## config.mk

```make
export PLATFORM = sky130hd
export DESIGN_NAME = os_checker_multilane
export DESIGN_NICKNAME = d
export VERILOG_FILES = /design/src/rtl/ltssm_pkg.sv /design/src/rtl/os_lane_checker.sv /design/src/rtl/os_checker_multilane.sv
export SDC_FILE = /design/constraint.sdc
export NUM_CORES = 1
export LEC_CHECK = 0
export ABC_AREA = 1
export BUFFER_PORTS_ARGS = -buffer_cell sky130_fd_sc_hd__buf_2
export CORE_AREA = 4 4 224 226
export DETAILED_ROUTE_END_ITERATION = 7
export DIE_AREA = 0 0 228 230
export MAX_ROUTING_LAYER = met4
export SETUP_SLACK_MARGIN = 0.1
export SLEW_MARGIN = 20
export SYNTH_ARGS = -nofsm -noshare
export SYNTH_HDL_FRONTEND = slang
export SYNTH_HIERARCHICAL = 1
export SYNTH_SLANG_ARGS = --single-unit
```

## constraint.sdc

```tcl
create_clock -name clk -period 3.7 [get_ports clk]
set_clock_uncertainty 0.05 [all_clocks]
set_input_delay 0.185 -clock clk [delete_from_list [all_inputs] [get_ports clk]]
set_output_delay 0.185 -clock clk [all_outputs]
set_load 0.01 [all_outputs]
```

## src/rtl/ltssm_pkg.sv

```systemverilog
// Shared LTSSM constants: ordered-set symbols, substate encodings, OS byte offsets.
// Latency: n/a (declarations and one pure helper function only).
// Backpressure: n/a.
//
// Contents:
//   PAD / TS1 / TS2         symbol values used in ordered sets
//   DETECT_QUIET..CFG_IDLE  4-bit LTSSM substate encoding
//   OS_*_BYTE               byte offsets inside a 16-byte training set
//   os_expect_t             what the current substate expects to see
//   expect_for()            substate -> expectation decode
package ltssm_pkg;

  localparam logic [7:0] PAD = 8'hF7;
  localparam logic [7:0] TS1 = 8'h2A;
  localparam logic [7:0] TS2 = 8'h25;

  localparam logic [3:0] DETECT_QUIET        = 4'd0;
  localparam logic [3:0] DETECT_ACTIVE       = 4'd1;
  localparam logic [3:0] POLLING_ACTIVE      = 4'd2;
  localparam logic [3:0] POLLING_CONFIG      = 4'd3;
  localparam logic [3:0] CFG_LINKWIDTH_START = 4'd4;
  localparam logic [3:0] CFG_LINKWIDTH_ACCEPT= 4'd5;
  localparam logic [3:0] CFG_LANENUM_WAIT    = 4'd6;
  localparam logic [3:0] CFG_LANENUM_ACCEPT  = 4'd7;
  localparam logic [3:0] CFG_COMPLETE        = 4'd8;
  localparam logic [3:0] CFG_IDLE            = 4'd9;

  localparam int OS_LINK_BYTE = 1;
  localparam int OS_LANE_BYTE = 2;
  localparam int OS_NFTS_BYTE = 3;
  localparam int OS_RATE_BYTE = 4;
  localparam int OS_TCTL_BYTE = 5;
  localparam int OS_ID_FIRST  = 9;
  localparam int OS_ID_LAST   = 15;
  localparam int UPCFG_BIT    = 6;  // bit within the training-control byte

  typedef struct packed {
    logic enabled;   // substate checks ordered sets at all
    logic ts1_ok;    // TS1 identifier accepted
    logic ts2_ok;    // TS2 identifier accepted
    logic link_pad;  // link field must be PAD (else link_number)
    logic lane_pad;  // lane field must be PAD (else the lane index)
  } os_expect_t;

  function automatic os_expect_t expect_for(input logic [3:0] st);
    os_expect_t e;
    e = '0;
    case (st)
      POLLING_ACTIVE:      e = '{enabled: 1'b1, ts1_ok: 1'b1, ts2_ok: 1'b1, link_pad: 1'b1, lane_pad: 1'b1};
      POLLING_CONFIG:      e = '{enabled: 1'b1, ts1_ok: 1'b0, ts2_ok: 1'b1, link_pad: 1'b1, lane_pad: 1'b1};
      CFG_LINKWIDTH_START: e = '{enabled: 1'b1, ts1_ok: 1'b1, ts2_ok: 1'b0, link_pad: 1'b0, lane_pad: 1'b1};
      CFG_LINKWIDTH_ACCEPT,
      CFG_LANENUM_WAIT,
      CFG_LANENUM_ACCEPT:  e = '{enabled: 1'b1, ts1_ok: 1'b1, ts2_ok: 1'b0, link_pad: 1'b0, lane_pad: 1'b0};
      CFG_COMPLETE:        e = '{enabled: 1'b1, ts1_ok: 1'b0, ts2_ok: 1'b1, link_pad: 1'b0, lane_pad: 1'b0};
      default:             e = '0;
    endcase
    return e;
  endfunction

endpackage

```

## src/rtl/os_lane_checker.sv

```systemverilog
// One lane: compares an ordered set against the substate expectation and counts consecutive matches.
// Latency: count/done/mismatch registered, 1 cycle after os_valid; hit is combinational.
// Backpressure: none, one set per os_valid strobe is always consumed.
//
// Ports: clk, reset (sync, active-high); clear forces count to 0 and suppresses checking;
//   ts1_ok/ts2_ok/link_pad/lane_pad select the expectation; link_number expected link;
//   os_valid/os_data one set; count/done/mismatch lane status; hit = set counted this cycle.
// Optional: OS_CHECK_RATE_CONSISTENT_EN adds a per-lane rate-id latch to the match.
module os_lane_checker
  import ltssm_pkg::*;
#(
  parameter int LANE_IDX     = 0,
  parameter int COUNT_TARGET = 8,
  parameter int CNT_W        = 8
) (
  input  logic             clk,
  input  logic             reset,
  input  logic             clear,
  input  logic             ts1_ok,
  input  logic             ts2_ok,
  input  logic             link_pad,
  input  logic             lane_pad,
  input  logic [7:0]       link_number,
  input  logic             os_valid,
  input  logic [127:0]     os_data,
  output logic [CNT_W-1:0] count,
  output logic             done,
  output logic             mismatch,
  output logic             hit
);

  localparam logic [CNT_W-1:0] TGT = CNT_W'(COUNT_TARGET);

  logic             id_ts1;
  logic             id_ts2;
  logic             link_ok;
  logic             lane_ok;
  logic             rate_ok;
  logic             set_ok;
  logic             miss;
  logic [CNT_W-1:0] cnt_next;
  logic [7:0]       rate_byte;

  // Bytes 0, 3 and 6-8 carry nothing this checker cares about.
  logic unused_bytes;
  assign unused_bytes = ^{os_data[71:24], os_data[7:0]};

  assign rate_byte = os_data[8*OS_RATE_BYTE +: 8];

  // All seven identifier symbols must agree on one kind.
  always_comb begin
    id_ts1 = 1'b1;
    id_ts2 = 1'b1;
    for (int b = OS_ID_FIRST; b <= OS_ID_LAST; b++) begin
      id_ts1 = id_ts1 & (os_data[8*b +: 8] == TS1);
      id_ts2 = id_ts2 & (os_data[8*b +: 8] == TS2);
    end
  end

  assign link_ok = os_data[8*OS_LINK_BYTE +: 8] == (link_pad ? PAD : link_number);
  assign lane_ok = os_data[8*OS_LANE_BYTE +: 8] == (lane_pad ? PAD : 8'(LANE_IDX));

`ifdef OS_CHECK_RATE_CONSISTENT_EN
  logic       rate_vld_q;
  logic [7:0] rate_q;

  // Until the first match after a clear there is nothing to compare against.
  assign rate_ok = !rate_vld_q || (rate_byte == rate_q);

  always_ff @(posedge clk) begin
    if (reset || clear || miss) begin
      rate_vld_q <= 1'b0;
      rate_q     <= '0;
    end else if (hit && !rate_vld_q) begin
      rate_vld_q <= 1'b1;
      rate_q     <= rate_byte;
    end
  end
`else
  assign rate_ok = 1'b1;
`endif

  assign set_ok = ((ts1_ok & id_ts1) | (ts2_ok & id_ts2)) & link_ok & lane_ok & rate_ok;
  assign hit    = os_valid & ~clear & set_ok;
  assign miss   = os_valid & ~clear & ~set_ok;

  always_comb begin
    cnt_next = count;
    if (clear || miss) begin
      cnt_next = '0;
    end else if (hit) begin
      cnt_next = (count >= TGT) ? TGT : count + CNT_W'(1);
    end
  end

  always_ff @(posedge clk) begin
    if (reset) begin
      count    <= '0;
      done     <= 1'b0;
      mismatch <= 1'b0;
    end else begin
      count    <= cnt_next;
      done     <= (cnt_next == TGT);
      mismatch <= miss;
    end
  end

endmodule

```

## src/rtl/os_checker_multilane.sv

```systemverilog
// Multi-lane TS1/TS2 checker: per-lane consecutive-match counts and an all-lanes-done flag.
// Latency: lane_count/lane_done/mismatch/rate_id 1 cycle after os_valid; all_done comb from lane_done.
// Backpressure: none, every strobed set is checked in the cycle it arrives.
//
// Ports: clk, reset (sync, active-high); substate LTSSM substate; link_number expected link;
//   lane_mask active lanes; os_valid/os_data per-lane sets (lane i at [128*i +: 128]);
//   lane_count/lane_done/mismatch per lane; all_done; rate_id/upconfigure_capability from
//   the last match on the lowest active lane.
// Optional: OS_CHECK_RATE_CONSISTENT_EN (see os_lane_checker).
module os_checker_multilane
  import ltssm_pkg::*;
#(
  parameter int LANES        = 4,
  parameter int COUNT_TARGET = 8,
  parameter int CNT_W        = 8
) (
  input  logic                   clk,
  input  logic                   reset,
  input  logic [3:0]             substate,
  input  logic [7:0]             link_number,
  input  logic [LANES-1:0]       lane_mask,
  input  logic [LANES-1:0]       os_valid,
  input  logic [LANES*128-1:0]   os_data,
  output logic [LANES*CNT_W-1:0] lane_count,
  output logic [LANES-1:0]       lane_done,
  output logic                   all_done,
  output logic [LANES-1:0]       mismatch,
  output logic [7:0]             rate_id,
  output logic                   upconfigure_capability
);

  logic [3:0]       substate_q;
  logic             sub_changed;
  os_expect_t       exp_c;
  logic [LANES-1:0] hit;
  logic             cap_hit;
  logic [7:0]       cap_rate;
  logic             cap_upc;

  // While substate differs from its registered copy, the cycle is a transition:
  // counts clear and the incoming set is dropped.
  assign sub_changed = (substate != substate_q);
  assign exp_c       = expect_for(substate_q);

  always_ff @(posedge clk) begin
    if (reset) begin
      substate_q <= DETECT_QUIET;
    end else begin
      substate_q <= substate;
    end
  end

  for (genvar i = 0; i < LANES; i++) begin : g_lane
    os_lane_checker #(
      .LANE_IDX    (i),
      .COUNT_TARGET(COUNT_TARGET),
      .CNT_W       (CNT_W)
    ) u_lane (
      .clk        (clk),
      .reset      (reset),
      .clear      (sub_changed | ~exp_c.enabled | ~lane_mask[i]),
      .ts1_ok     (exp_c.ts1_ok),
      .ts2_ok     (exp_c.ts2_ok),
      .link_pad   (exp_c.link_pad),
      .lane_pad   (exp_c.lane_pad),
      .link_number(link_number),
      .os_valid   (os_valid[i]),
      .os_data    (os_data[128*i +: 128]),
      .count      (lane_count[CNT_W*i +: CNT_W]),
      .done       (lane_done[i]),
      .mismatch   (mismatch[i]),
      .hit        (hit[i])
    );
  end

  // Walk high to low so the lowest active lane is the last (winning) assignment.
  always_comb begin
    cap_hit  = 1'b0;
    cap_rate = '0;
    cap_upc  = 1'b0;
    for (int i = LANES - 1; i >= 0; i--) begin
      if (lane_mask[i]) begin
        cap_hit  = hit[i];
        cap_rate = os_data[128*i + 8*OS_RATE_BYTE +: 8];
        cap_upc  = os_data[128*i + 8*OS_TCTL_BYTE + UPCFG_BIT];
      end
    end
  end

  always_ff @(posedge clk) begin
    if (reset) begin
      rate_id                <= '0;
      upconfigure_capability <= 1'b0;
    end else if (cap_hit) begin
      rate_id                <= cap_rate;
      upconfigure_capability <= cap_upc;
    end
  end

  // Uses the live mask so a lane dropped this cycle stops holding all_done back at once.
  assign all_done = (|lane_mask) && (&(lane_done | ~lane_mask));

endmodule

```

======== Yosys cells after proc, flatten, opt, wreduce, memory -nomap -nowiden ========
Cells that the tools add are included.
storage, ports and cells
  register bits ........................... 53
  input bits .............................. 534
  output and inout port bits .............. 50
  word-level logic and storage cells ...... 237
cells by class
  add/sub/neg operators ................... 4
  magnitude comparators ................... 4
  equality and inequality tests ........... 76
  mux-type cells .......................... 30
  bitwise gates (word level) .............. 100
  reductions and logical operators ........ 8
operators with widths
  cell                                                                                  number
  8-bit by 6-bit == test with 1-bit output (second input constant)                      56
  8-bit 2-to-1 mux                                                                      21
  1-bit bitwise AND                                                                     76
  8-bit == test                                                                         8
  8-bit by 1-bit adder with 8-bit output (second input constant)                        4
  8-bit by 4-bit == test with 1-bit output (second input constant)                      4
  8-bit by 4-bit greater-or-equal comparator with 1-bit output (second input constant)  4
  5-bit one-hot mux with 5 select lines                                                 1
  4-bit by 3-bit == test with 1-bit output (second input constant)                      4
  1-bit inverter                                                                        13
  1-bit OR                                                                              9
  4-bit by 2-bit == test with 1-bit output (second input constant)                      2
  1-bit 2-to-1 mux                                                                      8
  4-bit == test (second input constant)                                                 1
  1-bit logical OR                                                                      4
  4-bit inequality test                                                                 1
  4-bit inverter                                                                        1
  4-bit OR                                                                              1
  4-bit AND reduction                                                                   1
  4-bit OR reduction                                                                    1
  3-bit OR reduction                                                                    1
  1-bit logical AND                                                                     1

======== Longest topological paths before layout ========
  depth after elaboration ................. 16
  depth in mapped cells ................... 19
  gate-level depth less buffers ........... 18

======== Hierarchy ========
Netlist, hierarchy kept.
modules (own cells, without submodules)
  module                                  instances  cells an instance  area each (sq um)  sequential area each (sq um)
  os_lane_checker (g_lane[1].u_lane ...)  2          366                1687.9             200.2
  os_lane_checker (g_lane[3].u_lane)      1          364                1735.4             200.2
  os_lane_checker (g_lane[0].u_lane)      1          368                1731.7             200.2
  os_checker_multilane                    1          187                1007.2             260.2

======== Worst setup path before layout ========
Ideal clock, no wire load.
  kind .................................... register to register
  start point ............................. register substate_q[2]
  end point ............................... register rate_id[0]
  arrival time ............................ 2211 ps
  required time ........................... 3586 ps
  path slack .............................. 1375 ps
  stages on the path, launching flop included .. 20
  path buffers ............................ 2
  path through ............................ dfxtp_1 > inv_1 > nand3_1 > inv_1 > buf_6 > buf_8 > nor2_1 > nand2_1 > nand2_2 > nor2_2 > nand2_2 > nor2_4 > nand4_1 > inv_1 > nand3_1 > nand2_1 > nand2_2 > nand3_1 > nand2_1 > nor2_1
RTL lines
  what                    line                        source
  start, declared         os_checker_multilane.sv:32  logic [3:0] substate_q;
  start signal, assigned  os_checker_multilane.sv:49  substate_q <= substate;
  end signal, assigned    os_checker_multilane.sv:95  rate_id <= cap_rate;
  end, declared           os_checker_multilane.sv:28  output logic [7:0] rate_id,

==> flow_summary.toml <==
[global_route]
grt_max_degree = 38
grt_pass1_vias = 9740
grt_usage = 0.132
overflow = 0
grt_pass1_wl_um = 52800
antenna_found_initial = 11

[sta]
period_share = 0.829
rsz0062_at_grt = "false"
fmax_ghz = 0.326
slew_headroom = 0.359
setup_tns_ns = 0
period_needed_ns = 3.07
final-setup-viol-count = 0
worst_pin_slew_ns = 0.955
slew_viol_final = 0
report.final.hold_viol_count = 0

[outcome]
outcome = "finished, final reports clean"

[final_layout]
final_common_cell = "nand2_1"
area_growth_pct = 36.8
final_cell_mix = "nand2_1 (544), nor2_1 (431), buf_2 (395)"
fin_util = 0.222
layout.nets = 2588
drive_above_1_share = 0.232

[synthesis]
synth_edf_count = 0
synth.cell_area_um2 = 7850
async_flop_share = 0
synth_ff_type = "dfxtp_1"
synth_cells = 1651
synth_fp_nets = 2193
seq_area_frac_synth = 0.135
synth.avg_cell_area_um2 = 4.75
synth_cell_types = 35
synth-seq-cells = 53
yosys_warnings = 6

[critical_path]
critPathArrivalTime_ns = 3.25
slowest_stage = "inv_2"
cp_max_fo = 37
cp_slowest_stage_delay_ns = 0.47
cp-end-kind = "flop"
cp.required_ns = 3.89
crit_path_start_kind = "flop"
crit_family = "simple AND/OR/NAND/NOR gates"
cpMostUsedCell = "nand2_1"
critPathBufInv = 4
crit_chain = "inv_1 > nand3_1 > inv_2 > buf_12 > nor2_1 > nand2_1 > o21ai_0 > nor2_1 > nand2_1 > nor2_2 > nand4_1 > inv_1 > nand3_1 > nand2_1 > nand2_2 > nand3_1 > nand2_1 > nor2_1"
critical_path_class = "reg2reg"

[cts]
cts_tree = "built"
clkLatencyLatePin_ns = 0.30
numCtsBuffers = 5
cts_buffer_depth = 2
ctsResizeCount = 0
cts-root-buf = "clkbuf_16"
clk_pin_slew_ns = 0.07
cts-hold-fix-buffers = 0
cts_setup_buffers = 0
htreeDepth = 2
cts.sinks = 53

[floorplan]
start_util = 0.162
dieArea_um2 = 52400
io-pin-count = 584
die_y_um = 230
rows = 81
core_area_um2 = 48300
fp.dieW_um = 228

[pwr]
p_leak_nw = 6.01
power.density_nw_per_um2 = 163
peakVddDrop_uv = 163

[flow_run]
drv_cap = 0

[detailed_routing]
drc = 0
viasPerCell = 3.88
vias = 10400
drtIter0Drc = 515
firstDrtPassIters = 5
drt-total-wl_um = 35400
ant_nets = 0
detail_route.wl_per_cell_um = 13.2

[place]
portBuffers = 395
routabilityCongestion = 0.910
dp_hpwl_um = 31800

[worst_hold_path]
hold_path.class = "in2reg"
## state kept, by name, indices dropped and copies added (netlist names)
register / cells
g_lane.u_lane/done: 4
rate_id: 8
upconfigure_capability: 1
g_lane.u_lane/mismatch: 4
g_lane.u_lane/count: 32
substate_q: 4
## kinds of logic (layout without fill, tap and decap cells)
kind of cell	count (synthesis)	count (layout)	share of synthesized area
AOI/OAI and AO/OA	82	82	0.0685
xor gates and xnor gates	6	6	0.00669
adders and majority gates	8	8	0.0128
buffers and inverters	342	738	0.171
DFF	53	53	0.135
other	0	9	0
and+or+nand+nor	1160	1160	0.606
## stage by stage
step	setup WS (ns)	total power, mW	instance area, µm²	std cells	hold slack [ns]
floorplan	1.38	0.946	7850	1651	0.206
global placement	0.523	1.28	10600	2661	0.369
detailed placement	0.507	1.29	10600	2661	0.374
CTS	0.457	1.79	10700	2669	0.0455
global route	0.141	1.91	10700	2677	0.0616
finish	0.634	1.76	10700	2678	0.0540
## worst paths after layout
check / start / endpoint / slack, ns / depth (start not counted)
worst max-delay path: substate_q[2] / rate_id[0] / 0.63 / 18
worst min-delay path: substate[3] / substate_q[3] / 0.05 / 3
worst max register to register: substate_q[2] / rate_id[0] / 0.63 / 18
worst min register to register: g_lane[0].u_lane/count[5] / g_lane[0].u_lane/count[5] / 0.43 / 2
## synth_stat cells (all sizes together), types with 4 or more instances
| cell | instances | share of area |
|---|---|---|
| o21ai | 27 | 0.019 |
| ha | 8 | 0.013 |
| nand3 | 87 | 0.059 |
| a31oi | 4 | 0.0032 |
| nand2 | 557 | 0.27 |
| clkbuf | 5 | 0.0024 |
| dfxtp | 53 | 0.14 |
| buf | 10 | 0.012 |
| nand3b | 6 | 0.0057 |
| inv | 326 | 0.16 |
| o21bai | 13 | 0.018 |
| a21oi | 30 | 0.019 |
| nor2 | 457 | 0.23 |
| xnor2 | 4 | 0.0045 |
| o2111ai | 4 | 0.0045 |
| nand4 | 35 | 0.028 |
| nor3 | 17 | 0.011 |
## layer usage
metal	share of wire	vias up	GRT usage
li1	-	5724	-
met1	0.46	4348	0.168
met2	0.46	299	0.220
met3	0.068	18	0.0273
met4	0.0091	0	0.0201
met5	0	-	-
## final cells by class
class	instances	area [µm²]
fill	5635	37600
sequential	53	1060
antenna	9	22.5
inverter	327	1230
clock inverter	3	25.0
clock buffer	5	125
tap	622	778
timing repair buffer	403	2050
multi-input combinational	1256	5450
## worst min-delay path, delay by kind of cell
family	cells	cell delay (ns)
and+or+nand+nor	1	0.03
buffers and inverters	2	0.16
## report_power, final
| group | total, mW | internal [mW] | switching, mW |
|---|---|---|---|
| sequential | 0.582 | 0.578 | 0.00482 |
| combinational | 0.685 | 0.282 | 0.403 |
| clock | 0.488 | 0.255 | 0.233 |
| total | 1.76 | 1.11 | 0.641 |
Power figures use the tool's default switching activity.
